[config.mk]
export PLATFORM = sky130hd
export DESIGN_NAME = mode_sequencer
export DESIGN_NICKNAME = d
export VERILOG_FILES = /design/src/rtl/mode_sequencer_pkg.sv /design/src/rtl/mode_sequencer_debounce.sv /design/src/rtl/mode_sequencer.sv
export SDC_FILE = /design/constraint.sdc
export NUM_CORES = 1
export LEC_CHECK = 0
export ABC_AREA = 1
export CAP_MARGIN = 10
export CORE_MARGIN = 8
export CORE_UTILIZATION = 55
export DETAILED_ROUTE_END_ITERATION = 8
export PLACE_DENSITY = 0.76
export SLEW_MARGIN = 20
export SYNTH_ARGS = -nofsm -noshare
export SYNTH_HDL_FRONTEND = slang
export SYNTH_SLANG_ARGS = --single-unit
[constraint.sdc]
create_clock -name clk -period 6.4 [get_ports clk]
set_input_delay 1.28 -clock clk [delete_from_list [all_inputs] [get_ports clk]]
set_output_delay 1.28 -clock clk [all_outputs]
set_load 0.01 [all_outputs]
[src/rtl/mode_sequencer_pkg.sv]
`default_nettype none
// +----------------------------------------------------------------------+
// | mode_sequencer_pkg                                                   |
// | State codes, operation encodings and mode decode for mode_sequencer. |
// | Revision: 1.0                                                        |
// +----------------------------------------------------------------------+
package mode_sequencer_pkg;

    localparam logic [3:0] c_ST_IDLE    = 4'd0;
    localparam logic [3:0] c_ST_INPUT   = 4'd1;
    localparam logic [3:0] c_ST_GEN     = 4'd2;
    localparam logic [3:0] c_ST_DISPLAY = 4'd3;
    localparam logic [3:0] c_ST_OP_SEL  = 4'd4;
    localparam logic [3:0] c_ST_SEL_A   = 4'd5;
    localparam logic [3:0] c_ST_SEL_B   = 4'd6;
    localparam logic [3:0] c_ST_CHECK   = 4'd7;
    localparam logic [3:0] c_ST_ERROR   = 4'd8;
    localparam logic [3:0] c_ST_CALC    = 4'd9;
    localparam logic [3:0] c_ST_RESULT  = 4'd10;
    localparam logic [3:0] c_ST_DONE    = 4'd11;

    localparam logic [2:0] c_OP_TRANSPOSE = 3'd0;
    localparam logic [2:0] c_OP_ADD       = 3'd1;
    localparam logic [2:0] c_OP_SCALAR    = 3'd2;
    localparam logic [2:0] c_OP_MUL       = 3'd3;
    localparam logic [2:0] c_OP_CONV      = 3'd4;

    function automatic logic [3:0] mode_target(input logic [1:0] mode);
        case (mode)
            2'b00:   return c_ST_INPUT;
            2'b01:   return c_ST_GEN;
            2'b10:   return c_ST_DISPLAY;
            default: return c_ST_OP_SEL;
        endcase
    endfunction

endpackage
`default_nettype wire

[src/rtl/mode_sequencer_debounce.sv]
`default_nettype none
// +----------------------------------------------------------------------+
// | btn_debounce                                                         |
// | Stability-window debouncer with a registered rising-edge press pulse.|
// | Revision: 1.0                                                        |
// +----------------------------------------------------------------------+
module btn_debounce #(
    parameter int DEB_CYCLES = 1_000_000
) (
    input  logic clk,
    input  logic rst,
    input  logic i_btn,
    output logic o_press
);
    localparam int c_CNT_W = (DEB_CYCLES > 1) ? $clog2(DEB_CYCLES) : 1;
    localparam logic [c_CNT_W-1:0] c_CNT_LAST = c_CNT_W'(DEB_CYCLES - 1);

    logic [c_CNT_W-1:0] r_cnt;
    logic               r_level;
    logic               r_press;

    // r_cnt counts consecutive samples that disagree with the debounced level
    always_ff @(posedge clk or posedge rst) begin
        if (rst) begin
            r_cnt   <= '0;
            r_level <= 1'b0;
            r_press <= 1'b0;
        end else begin
            r_press <= 1'b0;
            if (i_btn == r_level) begin
                r_cnt <= '0;
            end else if (r_cnt == c_CNT_LAST) begin
                r_cnt   <= '0;
                r_level <= i_btn;
                r_press <= i_btn;
            end else begin
                r_cnt <= r_cnt + 1'b1;
            end
        end
    end

    assign o_press = r_press;

endmodule
`default_nettype wire

[src/rtl/mode_sequencer.sv]
`default_nettype none
// +----------------------------------------------------------------------+
// | mode_sequencer                                                       |
// | Button-driven sequencer for matrix load/generate/display/calculate.  |
// | Revision: 1.0                                                        |
// +----------------------------------------------------------------------+
module mode_sequencer
    import mode_sequencer_pkg::*;
#(
    parameter int SW_W       = 8,
    parameter int OP_W       = 3,
    parameter int IDX_W      = 2,
    parameter int DEB_CYCLES = 1_000_000,
    parameter int ERR_CYCLES = 100_000_000
) (
    input  logic             clk,
    input  logic             rst,
    input  logic [SW_W-1:0]  sw,
    input  logic             btn_confirm,
    input  logic             btn_back,
    input  logic             rx_done,
    input  logic             rx_error,
    input  logic             gen_done,
    input  logic             disp_done,
    input  logic             calc_done,
    input  logic             operand_ok,
    output logic [3:0]       state,
    output logic             en_input,
    output logic             start_gen,
    output logic             start_disp,
    output logic             start_calc,
    output logic [OP_W-1:0]  op_code,
    output logic [IDX_W-1:0] idx_a,
    output logic [IDX_W-1:0] idx_b,
    output logic [7:0]       led
);
    localparam int c_ERR_W = $clog2(ERR_CYCLES + 1);
    localparam logic [c_ERR_W-1:0] c_ERR_LOAD = c_ERR_W'(ERR_CYCLES - 1);

    logic [3:0]         r_state;
    logic [3:0]         r_ret;
    logic [c_ERR_W-1:0] r_err_cnt;
    logic               w_confirm;
    logic               w_back;
    logic [3:0]         w_next;
    logic [3:0]         w_ret_next;
    logic               w_latch_op;
    logic               w_latch_a;
    logic               w_latch_b;
    logic               w_unused_sw;

    assign w_unused_sw = ^sw;

    btn_debounce #(.DEB_CYCLES(DEB_CYCLES)) u_deb_confirm (
        .clk     (clk),
        .rst     (rst),
        .i_btn   (btn_confirm),
        .o_press (w_confirm)
    );

    btn_debounce #(.DEB_CYCLES(DEB_CYCLES)) u_deb_back (
        .clk     (clk),
        .rst     (rst),
        .i_btn   (btn_back),
        .o_press (w_back)
    );

    // Each branch tests subsystem flags first, then back, then confirm
    always_comb begin
        w_next     = r_state;
        w_ret_next = r_ret;
        w_latch_op = 1'b0;
        w_latch_a  = 1'b0;
        w_latch_b  = 1'b0;
        case (r_state)
            c_ST_IDLE: begin
                if (w_back)         w_next = c_ST_IDLE;
                else if (w_confirm) w_next = mode_target(sw[SW_W-1 -: 2]);
            end
            c_ST_INPUT: begin
                if (rx_error) begin
                    w_next     = c_ST_ERROR;
                    w_ret_next = c_ST_IDLE;
                end else if (rx_done || w_back) begin
                    w_next = c_ST_IDLE;
                end
            end
            c_ST_GEN:     if (gen_done || w_back)  w_next = c_ST_IDLE;
            c_ST_DISPLAY: if (disp_done || w_back) w_next = c_ST_IDLE;
            c_ST_OP_SEL: begin
                if (w_back) begin
                    w_next = c_ST_IDLE;
                end else if (w_confirm) begin
                    w_latch_op = 1'b1;
                    w_next     = c_ST_SEL_A;
                end
            end
            c_ST_SEL_A: begin
                if (w_back) begin
                    w_next = c_ST_IDLE;
                end else if (w_confirm) begin
                    w_latch_a = 1'b1;
                    w_next    = (op_code == OP_W'(c_OP_TRANSPOSE)) ? c_ST_CHECK : c_ST_SEL_B;
                end
            end
            c_ST_SEL_B: begin
                if (w_back) begin
                    w_next = c_ST_IDLE;
                end else if (w_confirm) begin
                    w_latch_b = 1'b1;
                    w_next    = c_ST_CHECK;
                end
            end
            c_ST_CHECK: begin
                if (operand_ok) begin
                    w_next = c_ST_CALC;
                end else begin
                    w_next     = c_ST_ERROR;
                    w_ret_next = c_ST_SEL_A;
                end
            end
            c_ST_ERROR:  if (w_confirm || r_err_cnt == '0) w_next = r_ret;
            c_ST_CALC:   if (calc_done) w_next = c_ST_RESULT;
            c_ST_RESULT: if (disp_done) w_next = c_ST_DONE;
            c_ST_DONE: begin
                if (w_back)         w_next = c_ST_IDLE;
                else if (w_confirm) w_next = sw[SW_W-1] ? c_ST_OP_SEL : c_ST_IDLE;
            end
            default: w_next = c_ST_IDLE;
        endcase
    end

    always_ff @(posedge clk or posedge rst) begin
        if (rst) begin
            r_state    <= c_ST_IDLE;
            r_ret      <= c_ST_IDLE;
            r_err_cnt  <= '0;
            en_input   <= 1'b0;
            start_gen  <= 1'b0;
            start_disp <= 1'b0;
            start_calc <= 1'b0;
            led        <= 8'h00;
            op_code    <= '0;
            idx_a      <= '0;
            idx_b      <= '0;
        end else begin
            r_state <= w_next;
            r_ret   <= w_ret_next;
            if (w_next == c_ST_ERROR && r_state != c_ST_ERROR)
                r_err_cnt <= c_ERR_LOAD;
            else if (r_state == c_ST_ERROR && r_err_cnt != '0)
                r_err_cnt <= r_err_cnt - 1'b1;
            // Outputs are computed from the next state so they line up with it
            en_input   <= (w_next == c_ST_INPUT);
            start_gen  <= (w_next == c_ST_GEN) && (r_state != c_ST_GEN);
            start_disp <= ((w_next == c_ST_DISPLAY) && (r_state != c_ST_DISPLAY)) ||
                          ((w_next == c_ST_RESULT) && (r_state != c_ST_RESULT));
            start_calc <= (w_next == c_ST_CALC) && (r_state != c_ST_CALC);
            led        <= (w_next == c_ST_ERROR) ? 8'hFF : 8'h00;
            if (w_latch_op) op_code <= sw[OP_W-1:0];
            if (w_latch_a)  idx_a   <= sw[IDX_W-1:0];
            if (w_latch_b)  idx_b   <= sw[IDX_W-1:0];
        end
    end

    assign state = r_state;

endmodule
`default_nettype wire

Word-level counts from Yosys, hierarchy flattened
Index checks and enable logic that the tools add are counted.
{"block": "totals", "output_inout_bits": 23, "word_cells": 114, "register_bits": 98}
{"block": "op_classes", "add_sub_neg": 3, "n_reduce_logical": 21, "eq_ne": 30, "bitwise": 2, "n_mux": 41}
{"operator": "$mux 20", "n": 4}
{"operator": "$mux 4", "n": 19}
{"operator": "$mux 27", "n": 2}
{"operator": "$pmux 4 s12", "n": 1}
{"operator": "$add 20x1->20 const B", "n": 2}
{"operator": "$eq 20x20->1 const B", "n": 2}
{"operator": "$eq 4x4->1 const B", "n": 7}
{"operator": "$logic_not 27->1", "n": 1}
{"operator": "$reduce_bool 27->1", "n": 1}
{"operator": "$sub 27x1->27 const B", "n": 1}
{"operator": "$eq 4x2->1 const B", "n": 4}
{"operator": "$eq 4x3->1 const B", "n": 4}
{"operator": "$ne 4x4->1 const B", "n": 3}
{"operator": "$mux 1", "n": 11}
{"operator": "$pmux 3 s3", "n": 1}
{"operator": "$eq 4x1->1 const B", "n": 2}
{"operator": "$mux 8", "n": 1}
{"operator": "$ne 4x2->1 const B", "n": 2}
{"operator": "$pmux 4 s2", "n": 1}
{"operator": "$logic_and 1x1->1", "n": 6}
{"operator": "$logic_or 1x1->1", "n": 5}
{"operator": "$logic_not 4->1", "n": 1}
{"operator": "$ne 2x2->1 const B", "n": 2}
{"operator": "$reduce_and 2->1", "n": 2}
{"operator": "9 further kinds", "n": 12}

Longest topological paths before layout
Gate-level depths: netlist of run 1.
{"block": "depth", "depth_word": 8, "depth_mapped": 12, "mapped_depth_nobuf": 12}

By module
Synthesis of run 1 repeated with hierarchy kept, for this count alone.
{"block": "hier_totals", "hier_cells": 691, "area_unflattened_um2": 5246.3}
{"mod": "mode_sequencer", "instances": 1, "area_per_inst_um2": 2748.9, "cells_each": 367}
{"mod": "btn_debounce", "instances": 2, "area_per_inst_um2": 1248.7, "cells_each": 162}

Worst setup path before layout of run 1
Ideal clock, no wire load.
{"block": "synth_path", "path_kind": "input port to flip-flop", "start": "input port btn_back", "end": "register u_deb_back.r_cnt[9]", "n_path_buf": 1, "required_ps": 6281, "arrival_ps": 2066, "path_stages": 6, "setup_ps": 119, "path_slack_ps": 4215, "cell_sequence": "xnor2_1 > inv_1 > nand2_1 > buf_2 > nor2_1 > o21a_1"}
{"block": "synth_between", "elab_chain_cells": 2}
{"item": "from (decl)", "line": "mode_sequencer.sv:20", "text": "input logic btn_back,"}
{"item": "$eq 1x1->1", "line": "mode_sequencer_debounce.sv:30", "text": "if (i_btn == r_level) begin"}
{"item": "$mux 20", "line": "mode_sequencer_debounce.sv:30"}
{"item": "to (signal assigned)", "line": "mode_sequencer_debounce.sv:37", "text": "r_cnt <= r_cnt + 1'b1;"}
{"item": "to (decl)", "line": "mode_sequencer_debounce.sv:18", "text": "logic [c_CNT_W-1:0] r_cnt;"}
No other way between the ends.
A chain may end at the register's enable or synchronous reset.

Final worst setup path of run 1
{"block": "layout_path", "start": "input port operand_ok", "end": "register r_err_cnt[23]"}
{"block": "layout_between", "elab_chain_cells": 5, "elab_cells_between_ends": 6, "classes_between": "eq/ne: 1; mux: 3; reduce/logical: 2"}
{"item": "from (decl)", "line": "mode_sequencer.sv:26", "text": "input logic operand_ok,"}
{"item": "$mux 1 (*)", "line": "mode_sequencer.sv:115", "text": "if (operand_ok) begin"}
{"item": "$pmux 4 s12 (*)", "line": "mode_sequencer.sv:75", "text": "case (r_state)"}
{"item": "$eq 4x4->1 (*)", "line": "mode_sequencer.sv:149", "text": "if (w_next == c_ST_ERROR && r_state != c_ST_ERROR)"}
{"item": "$logic_and 1x1->1 (*)", "line": "mode_sequencer.sv:149"}
{"item": "$mux 27 or $reduce_bool 2->1 (tied branches)"}
{"item": "to (signal assigned)", "line": "mode_sequencer.sv:150", "text": "r_err_cnt <= c_ERR_LOAD;"}
{"item": "to (signal assigned)", "line": "mode_sequencer.sv:152", "text": "r_err_cnt <= r_err_cnt - 1'b1;"}
{"item": "to (decl)", "line": "mode_sequencer.sv:42", "text": "logic [c_ERR_W-1:0] r_err_cnt;"}
Every way passes the cells marked *; elsewhere a longest branch is shown, timed or not.

==> impl_metrics.csv, run 1 <==
group,metric,value,unit
setup_path,arrival,3.16,ns
grt,grt_use_total,17.8,%
die,io_pins,41,
clock_tree,htreeDepth,3,
placement,dp_hpwl,7.91,mm
clock_tree,numCtsBuffers,9,
synthesis,yosys.area_share.simple,33.9,%
synthesis,muxShareOfSynthArea,0.680,%
die,fp.dieW,111,um
placement,dp_cells,779,
clock_tree,cts_resized,0,
die,core,8720,um2
synthesis,synth-seq-cells,88,
setup_path,worst_ep_required_time,6.64,ns
cells_and_area,stdcell_area,5590,um2
synthesis,yosys_warnings,0,
pwr,netSwitchingFraction,33.7,%
placement,dpl_cell_area,5390,um2
grt,grtUsageMet2,30.3,%
cells_and_area,drive_gt1_share,8.02,%
timing,period_needed,2.92,ns
timing,setup_violations,0,
grt,grt_max_degree,89,
clock_tree,clk_latency,0.36,ns
cells_and_area,area_growth,12.6,%
pwr,power_density,263,nW/um2
timing,maxSlewViolCount,0,
cells_and_area,layout.nets,704,
cells_and_area,fillers,747,
setup_path,worst_path_max_delay_cell,"o21bai_2",
die,dieArea,12300,um2
timing,timing_hold_violations_final,0,
synthesis,synth-adder-area-share,1.01,%
synthesis,syn_nets,668,
setup_path,cp-start-kind,"input pin",
placement,portBuffers,37,
synthesis,synthXorXnorAreaFrac,4.23,%
die,start_util,56.9,%
route,routedWlPerCell,13.6,um
setup_path,crit_path_max_incr_delay,0.72,ns
pwr,seqPwrFrac,45.6,%
grt,met1_usage,21.5,%
setup_path,crit_path_max_fanout,22,
timing,layout_setup_ws,3.48,ns
run_status,status,"completed",
pwr,p_switching,0.495,mW
grt,antenna_found_initial,0,
route,routed_wl,10.8,mm
grt,use_met3,4.06,%
die,num_rows,34,
min_path,worstHoldPathType,"flop to flop",
pwr,total_leakage_power,2.57,nW
grt,overflow,0,
cells_and_area,n_antenna_cell,0,
route,viasPerCell,5.37,
synthesis,synth_compound_area_share,6.80,%
route,drtIter0Drc,206,
clock_tree,cts_tree,"yes",
timing,tns,0,ns
timing,tightest_slew,0.935,ns
setup_path,path_delay_family,"compound AO/OA/AOI/OAI gates",
clock_tree,path_clk_slew,0.08,ns
clock_tree,hold_buffers,0,
setup_path,end_kind,"flop",
placement,place_ws,3.06,ns
timing,whs,0.469,ns
synthesis,ys_types,45,
synthesis,yosysSeqAreaShare,44.4,%
route,antenna_left,0,
pwr,finalPower,1.47,mW
route,drt_first_pass_iters,4,
timing,rsz0062_at_grt,"false",
job,max_cap_viol_count,0,
clock_tree,cts_setup_buffers,0,
synthesis,synth_top_family_by_area,"simple AND/OR/NAND/NOR gates",
pwr,share_comb_of_total_power,27.3,%
clock_tree,clock_path_buffers,2,
die,die_h,111,um
synthesis,synthFlopType,"dfrtp_1",
timing,slew-limit-headroom,37.6,%
pwr,clkPwrFrac,27.0,%
cells_and_area,final_cells,794,
timing,finClkSkew,0.00783,ns
timing,fmax,342,MHz
grt,grt_pass1_wl,18.8,mm
pwr,ir_drop,109,uV
route,drc,0,
cells_and_area,final_util,64.1,%
placement,gp_congestion,0.876,
setup_path,crit_type,"input pin to flop",
synthesis,synthArstFlopShare,100,%
grt,grt_most_used_layer,"met2",
grt,first_global_vias,4207,
timing,period_share,45.7,%
setup_path,crit_buf_inv,1,
synthesis,netlist_instances,646,
clock_tree,numClockSinks,88,
synthesis,synth_edf_count,0,
setup_path,crit_chain,"clkdlybuf4s50_1, nor2_1, o21bai_2, nand2_2, o21ai_0, o21ai_1",
synthesis,synth.cell_area,4960,um2
synthesis,avgSynthCellArea,7.69,um2
route,vias,4263,
pwr,p_int,0.975,mW
clock_tree,cts-root-buf,"clkbuf_8",
-- cell usage in the layout, fill, tap and decap left out, types with 2 or more instances in the layout --
cell type	Yosys	routed
clkdlybuf4s50_1	0	37
nor2_1	96	96
o21ai_0	22	22
nand3b_1	6	6
ha_1	4	4
nor4_1	4	4
a21oi_1	16	16
dfrtp_1	88	88
clkbuf_1	0	2
a31oi_1	3	3
nor3_1	26	26
inv_2	5	5
o21ai_1	11	11
nand3_1	43	43
nor2_2	10	10
nor3_2	3	3
inv_1	89	88
xor2_1	15	15
nand2_2	7	7
nor2_4	4	4
nand2_1	122	122
nand4_1	24	24
xnor2_1	9	9
nor3b_1	4	4
mux2_2	3	3
clkbuf_8	0	11
-- area by class of cell --
type	instances	area, um2	area share [%]
multi-input combinational	450	2310	41.4
sequential	88	2200	39.4
inverter	95	358	6.40
clock inverter	2	38.8	0.694
timing repair buffer	38	382	6.83
clock buffer	13	159	2.84
tap	108	135	2.42
-- routing by layer --
| layer | part of all wire, % | wire [um] | vias up |
|---|---|---|---|
| met2 | 50 | 5380 | 79 |
| met5 | 0 | 0 | - |
| met3 | 4.4 | 477 | 12 |
| li1 | - | - | 2144 |
| met1 | 45 | 4850 | 2028 |
| met4 | 0.98 | 106 | 0 |
-- final timing paths --
check                                       start                 endpoint  slack (ns)  cells after the start
min in group asynchronous                     rst  u_deb_confirm.r_cnt[14]        1.45                      3
setup reg to reg                         state[3]            r_err_cnt[23]        4.10                      9
setup / recovery                       operand_ok            r_err_cnt[23]        3.48                      6
max in group asynchronous                     rst   u_deb_confirm.r_cnt[3]        4.44                      3
hold / removal             u_deb_confirm.r_cnt[0]   u_deb_confirm.r_cnt[0]        0.47                      1
hold reg to reg            u_deb_confirm.r_cnt[0]   u_deb_confirm.r_cnt[0]        0.47                      1
-- flip-flops by register name (all words and copies together), names as in the netlist, 2 cells and up --
name and count:
idx_b 2, op_code 3, u_deb_confirm.r_cnt 20, idx_a 2, r_err_cnt 27, state 4, u_deb_back.r_cnt 20
-- logic make-up after synthesis --
family,count (synthesis)
XOR/XNOR,24
multiplexers,3
AO/OA/AOI/OAI,61
buffers and inverters,108
adder cells (fa/ha/maj),4
flip-flops,88
AND/OR/NAND/NOR,358
-- Yosys cell counts (3+ instances only) --
| cell | number | area share, % |
|---|---|---|
| dfrtp_1 | 88 | 44 |
| ha_1 | 4 | 1.0 |
| a31oi_1 | 3 | 0.38 |
| xor2_1 | 15 | 2.6 |
| buf_2 | 4 | 0.40 |
| nand2_1 | 122 | 9.2 |
| buf_4 | 8 | 1.2 |
| nor3_1 | 26 | 2.6 |
| inv_2 | 5 | 0.38 |
| inv_1 | 89 | 6.7 |
| o21ai_1 | 11 | 1.1 |
| nor2_1 | 96 | 7.3 |
| nor2_2 | 10 | 1.3 |
| nand3_1 | 43 | 4.3 |
| nand3b_1 | 6 | 0.91 |
| xnor2_1 | 9 | 1.6 |
| nand4_1 | 24 | 3.0 |
| nor2_4 | 4 | 0.91 |
| nor3_2 | 3 | 0.60 |
| nor3b_1 | 4 | 0.60 |
| o21ai_0 | 22 | 2.2 |
| nand2_2 | 7 | 0.88 |
| nor4_1 | 4 | 0.50 |
| mux2_2 | 3 | 0.68 |
| a21oi_1 | 16 | 1.6 |
-- power by group through the flow --
| stage | registers [mW] | clock network (mW) | logic (mW) |
|---|---|---|---|
| floorplan | 0.676 | 0 | 0.292 |
| global placement | 0.680 | 0 | 0.393 |
| detailed placement | 0.683 | 0 | 0.403 |
| CTS | 0.672 | 0.405 | 0.405 |
| global route | 0.682 | 0.427 | 0.457 |
| finish | 0.671 | 0.397 | 0.402 |
Power figures use the tool's default switching activity.
==> run 2, diff against run 1 <==
--- a/config.mk
+++ b/config.mk
@@ -8,9 +8,9 @@
 export ABC_AREA = 1
 export CAP_MARGIN = 10
 export CORE_MARGIN = 8
-export CORE_UTILIZATION = 55
+export CORE_UTILIZATION = 53
 export DETAILED_ROUTE_END_ITERATION = 8
-export PLACE_DENSITY = 0.76
+export PLACE_DENSITY = 0.77
 export SLEW_MARGIN = 20
 export SYNTH_ARGS = -nofsm -noshare
 export SYNTH_HDL_FRONTEND = slang
==> constraint.sdc (replaced) <==
create_clock -name clk -period 2.5 [get_ports clk]
set_input_delay 0.5 -clock clk [delete_from_list [all_inputs] [get_ports clk]]
set_output_delay 0.5 -clock clk [all_outputs]
set_load 0.01 [all_outputs]
==> run 2 against run 1 <==
  * Core utilization shrank 2.5 points
  * Flip-flop and latch count unchanged
  * Sequential power rose to 2.6 times the previous value
  * Cell area is 0.83% higher
  * Combinational power grew to 2.6 times the previous value
  * Cell count up 1.0%
  * Worst setup slack got worse by 2.9 ns
  * Clock skew is 0.0062 ns higher
  * Non-clock buffer count rose by 5
  * Wire length grew 0.18%
==> impl_metrics.csv, run 2 (same netlist as run 1, synthesis figures left out) <==
group,metric,value,unit
clock_tree,cts-root-buf,"clkbuf_8",
placement,dp_hpwl,8.10,mm
clock_tree,clk_latency,0.36,ns
clock_tree,path_clk_slew,0.09,ns
clock_tree,htreeDepth,3,
timing,slew-limit-headroom,69.9,%
setup_path,crit_path_max_incr_delay,0.58,ns
die,fp.dieW,113,um
timing,rsz0062_at_grt,"false",
timing,maxSlewViolCount,0,
clock_tree,cts_setup_buffers,0,
timing,layout_setup_ws,0.579,ns
cells_and_area,top_regs,"r_err_cnt (27), u_deb_back.r_cnt (20), u_deb_confirm.r_cnt (20)",
grt,grt_pass1_wl,18.9,mm
clock_tree,cts_tree,"yes",
pwr,power_density,666,nW/um2
setup_path,worst_ep_required_time,2.00,ns
die,core,9150,um2
timing,setup_violations,0,
setup_path,arrival,1.42,ns
clock_tree,numCtsBuffers,9,
cells_and_area,layout.nets,709,
placement,place_ws,0.427,ns
route,antenna_left,0,
setup_path,end_kind,"output port",
setup_path,crit_path_max_fanout,6,
clock_tree,cts_resized,0,
timing,period_needed,1.92,ns
route,drtIter0Drc,169,
route,routed_wl,10.8,mm
die,dieArea,12700,um2
grt,overflow,0,
placement,portBuffers,37,
pwr,total_leakage_power,2.59,nW
pwr,ir_drop,378,uV
clock_tree,numClockSinks,88,
die,num_rows,35,
setup_path,crit_chain,"clkdlybuf4s50_1",
placement,gp_congestion,0.903,
setup_path,worst_path_max_delay_cell,"clkdlybuf4s50_1",
run_status,status,"completed",
die,io_pins,41,
min_path,worstHoldPathType,"flop to flop",
die,die_h,113,um
cells_and_area,drive_gt1_share,8.97,%
grt,first_global_vias,4247,
job,max_cap_viol_count,0,
die,start_util,54.2,%
grt,antenna_found_initial,0,
timing,period_share,76.9,%
cells_and_area,largest-register,"r_err_cnt",
cells_and_area,n_antenna_cell,0,
grt,grt_use_total,17.8,%
timing,finClkSkew,0.0140,ns
setup_path,crit_buf_inv,1,
timing,tns,0,ns
clock_tree,clock_path_buffers,2,
grt,grt_max_degree,89,
cells_and_area,final_common_cell,"nand2_1",
cells_and_area,area_growth,13.5,%
cells_and_area,largest_reg_flops,27,
setup_path,cp-start-kind,"flop",
route,drc,0,
route,vias,4242,
cells_and_area,fillers,796,
timing,tightest_slew,0.451,ns
timing,timing_hold_violations_final,0,
setup_path,path_delay_family,"buffers and inverters",
route,routedWlPerCell,13.5,um
timing,fmax,520,MHz
setup_path,crit_type,"flop to output port",
route,drt_first_pass_iters,6,
setup_path,reg2reg_slack,0.58,ns
cells_and_area,layout_common_cells,"nand2_1, nor2_1, inv_1, dfrtp_1, nand3_1",
clock_tree,hold_buffers,0,
route,viasPerCell,5.29,
-- run 2: changes by cell type in the layout (fill, tap and decap cells not counted) --
cell	delta
buf_4	+5
clkinvlp_4	+3
clkbuf_1	-2
clkbuf_8	-2
inv_6	+2
buf_12	+1
buf_6	-1
clkinv_4	-1
-- run 2: per-layer routing --
| metal | part of all wire [%] | vias up | track usage (%) |
|---|---|---|---|
| met5 | 0 | - | 0 |
| li1 | - | 2162 | - |
| met4 | 1.4 | 0 | 5.04 |
| met1 | 45 | 1994 | 21.4 |
| met2 | 49 | 69 | 30.8 |
| met3 | 4.0 | 17 | 4.42 |
-- run 2: final timing paths --
check	startpoint	end	depth (start not counted)
max	state[1]	state[1]	1
min	u_deb_back.r_cnt[0]	u_deb_back.r_cnt[0]	1
max reg2reg	r_err_cnt[1]	r_err_cnt[15]	11
min reg2reg	u_deb_back.r_cnt[0]	u_deb_back.r_cnt[0]	1
max in group asynchronous	rst	r_err_cnt[12]	3
min in group asynchronous	rst	u_deb_back.r_cnt[14]	3
-- run 2: stage by stage --
step                cells  util, %  total power, mW  hold slack [ns]  cell area [um2]
floorplan             646        -             2.48            0.424             4970
global placement      787     59.5             2.76            0.441             5440
detailed placement    787     59.5             2.79            0.454             5440
CTS                   802     61.6             3.78            0.466             5640
global route          802     61.6             3.99            0.478             5640
finish                802     61.6             3.75            0.464             5640
-- run 2: layout make-up --
class	instances	area, um2	share of cell area, %
multi-input combinational	450	2310	41.1
tap	111	139	2.46
clock buffer	9	124	2.20
inverter	95	360	6.39
sequential	88	2200	39.1
timing repair buffer	43	428	7.59
clock inverter	6	67.6	1.20
-- run 2: where the power goes --
group / leakage, nW / internal (mW) / switching (mW)
logic: 1.40 / 0.421 / 0.627
clock network: 0.0921 / 0.462 / 0.523
registers: 1.10 / 1.58 / 0.143
total: 2.59 / 2.46 / 1.29
==> run 3, diff against run 2 <==
--- a/config.mk
+++ b/config.mk
@@ -8,9 +8,9 @@
 export ABC_AREA = 1
 export CAP_MARGIN = 10
 export CORE_MARGIN = 8
-export CORE_UTILIZATION = 53
+export CORE_UTILIZATION = 55
 export DETAILED_ROUTE_END_ITERATION = 8
-export PLACE_DENSITY = 0.77
+export PLACE_DENSITY = 0.76
 export SLEW_MARGIN = 20
 export SYNTH_ARGS = -nofsm -noshare
 export SYNTH_HDL_FRONTEND = slang
==> constraint.sdc (replaced) <==
create_clock -name clk -period 2 [get_ports clk]
set_input_delay 0.4 -clock clk [delete_from_list [all_inputs] [get_ports clk]]
set_output_delay 0.4 -clock clk [all_outputs]
set_load 0.01 [all_outputs]
==> run 3 against run 2 <==
  * Sequential share of layout area decreased by 1.2 points
  * Hold slack improved by 0.0093 ns
  * Combinational power increased by 31%
  * Flip-flop and latch count unchanged
  * Non-clock buffer count increased by 4
  * Total power increased by 37%
  * Sequential power increased by 26%
  * Register-to-register slack got worse by 0.45 ns
  * Core utilization increased by 5.0 points
  * Die area decreased by 3.1%
  * Clock power increased by 60%
  * Critical path depth increased by 7
  * Largest power group unchanged
==> impl_metrics.csv, run 3 (same netlist as run 1, synthesis figures left out) <==
group,metric,value,unit
cells_and_area,final_common_cell,"nand2_1",
timing,tns,0,ns
setup_path,worst_ep_required_time,2.26,ns
cells_and_area,area_growth,17.0,%
setup_path,path_delay_family,"simple AND/OR/NAND/NOR gates",
pwr,total_leakage_power,2.67,nW
clock_tree,hold_buffers,0,
die,dieArea,12300,um2
pwr,seqPwrFrac,42.1,%
die,die_h,111,um
pwr,share_comb_of_total_power,27.0,%
route,antenna_left,0,
setup_path,timing.rr.end,"u_deb_confirm.r_cnt[12]",
cells_and_area,drive_gt1_share,10.1,%
setup_path,end_kind,"flop",
job,max_cap_viol_count,0,
setup_path,cp.depth,8,
pwr,p_switching,1.63,mW
clock_tree,path_clk_slew,0.08,ns
route,vias,4421,
grt,grt_most_used_layer,"met2",
pwr,netSwitchingFraction,31.8,%
pwr,p_int,3.49,mW
min_path,hold_depth,1,
pwr,power_density,882,nW/um2
cells_and_area,top_regs,"r_err_cnt (27), u_deb_back.r_cnt (20), u_deb_confirm.r_cnt (20)",
die,core,8720,um2
setup_path,crit_path_max_fanout,4,
timing,period_needed,1.87,ns
die,io_pins,41,
route,drt_first_pass_iters,6,
timing,fmax,534,MHz
placement,dp_hpwl,8.13,mm
placement,portBuffers,37,
setup_path,crit_buf_inv,0,
cells_and_area,n_antenna_cell,0,
run_status,status,"completed",
setup_path,crit_path_max_incr_delay,0.38,ns
cells_and_area,layout.nets,713,
route,routedWlPerCell,13.9,um
setup_path,crit_chain,"ha_1, nand3_2, nor3_4, nand2_1, nor2_2, nand2_1, o21ai_0, nor3b_1",
cells_and_area,largest_reg_flops,27,
route,drc,0,
setup_path,crit_path_frequent_cell,"nand2_1",
setup_path,arrival,2.13,ns
grt,grtUsageMet2,31.5,%
setup_path,reg2reg_slack,0.13,ns
setup_path,startpoint,"u_deb_confirm.r_cnt[0]",
cells_and_area,largest-register,"r_err_cnt",
timing,finClkSkew,0.0110,ns
grt,antenna_found_initial,0,
clock_tree,numCtsBuffers,9,
setup_path,worst_path_max_delay_cell,"dfrtp_1",
die,num_rows,34,
setup_path,cp-start-kind,"flop",
setup_path,r2r_start,"u_deb_confirm.r_cnt[0]",
timing,tightest_slew,0.364,ns
grt,met1_usage,22.4,%
clock_tree,cts-root-buf,"clkbuf_8",
placement,gp_congestion,0.894,
clock_tree,htreeDepth,3,
route,drtIter0Drc,184,
grt,first_global_vias,4434,
min_path,holdPathEnd,"u_deb_confirm.r_cnt[0]",
pwr,clkPwrFrac,30.9,%
clock_tree,numClockSinks,88,
grt,grt_pass1_wl,19.6,mm
grt,overflow,0,
grt,use_met3,3.46,%
die,start_util,56.9,%
cells_and_area,final_util,66.6,%
cells_and_area,layout_common_cells,"nand2_1, nor2_1, inv_1, dfrtp_1, nand3_1",
route,viasPerCell,5.51,
min_path,hold_path.startpoint,"u_deb_confirm.r_cnt[0]",
placement,place_ws,-0.0579,ns
clock_tree,cts_tree,"yes",
pwr,ir_drop,366,uV
clock_tree,clock_path_buffers,2,
setup_path,crit_type,"flop to flop",
setup_path,ff2ff_path_depth,8,
timing,rsz0062_at_grt,"true",
die,fp.dieW,111,um
route,routed_wl,11.2,mm
timing,setup_violations,0,
timing,slew-limit-headroom,75.5,%
timing,timing_hold_violations_final,0,
clock_tree,clk_latency,0.35,ns
timing,layout_setup_ws,0.128,ns
timing,maxSlewViolCount,0,
timing,period_share,93.6,%
min_path,worstHoldPathType,"flop to flop",
grt,grt_use_total,18.5,%
grt,grt_max_degree,68,
## run 3: through the flow
stage               power [mW]  cells  area [um2]  hold WS (ns)
global route              5.41    803        5810         0.490
detailed placement        3.51    787        5480         0.461
CTS                       5.10    802        5730         0.473
finish                    5.12    803        5810         0.474
floorplan                 3.10    646        4970         0.424
global placement          3.47    787        5480         0.446
## run 3: metal layers
layer	share of wire (%)	up-vias
li1	-	2168
met1	44	2098
met5	0	-
met2	49	129
met3	5.3	26
met4	2.0	0
## run 3: repair_timing
| item | 4_1_cts | 5_1_grt |
|---|---|---|
| setup buffers | 0 | 1 |
| endpoints found under the hold margin | 0 | 0 |
| endpoints found under the setup margin | 0 | 24 |
| gates resized for setup | 0 | 12 |
## run 3: how the worst max path moves through the flow
stage | end | slack [ns]
2_1_floorplan | r_err_cnt[1] | 0.40
3_3_place_gp | r_err_cnt[23] | 0.02
3_5_place_dp | r_err_cnt[24] | -0.06
4_1_cts | r_err_cnt[24] | 0.02
5_1_grt | r_err_cnt[24] | -0.004
6_report | u_deb_confirm.r_cnt[12] | 0.13
## run 3: cell type report
class / count / area (um2)
Multi-Input combinational cell: 450 / 2380
Clock buffer: 9 / 124
Timing Repair Buffer: 47 / 470
Sequential cell: 88 / 2200
Tap cell: 108 / 135
Inverter: 95 / 360
Fill cell: 711 / 2910
Clock inverter: 6 / 133
## run 3: power by group through the flow
stage,combinational (mW),sequential [mW],clock [mW]
6_report,1.38,2.16,1.58
4_1_cts,1.34,2.15,1.61
3_3_place_gp,1.29,2.17,0
2_1_floorplan,0.936,2.16,0
3_5_place_dp,1.32,2.19,0
5_1_grt,1.55,2.19,1.67
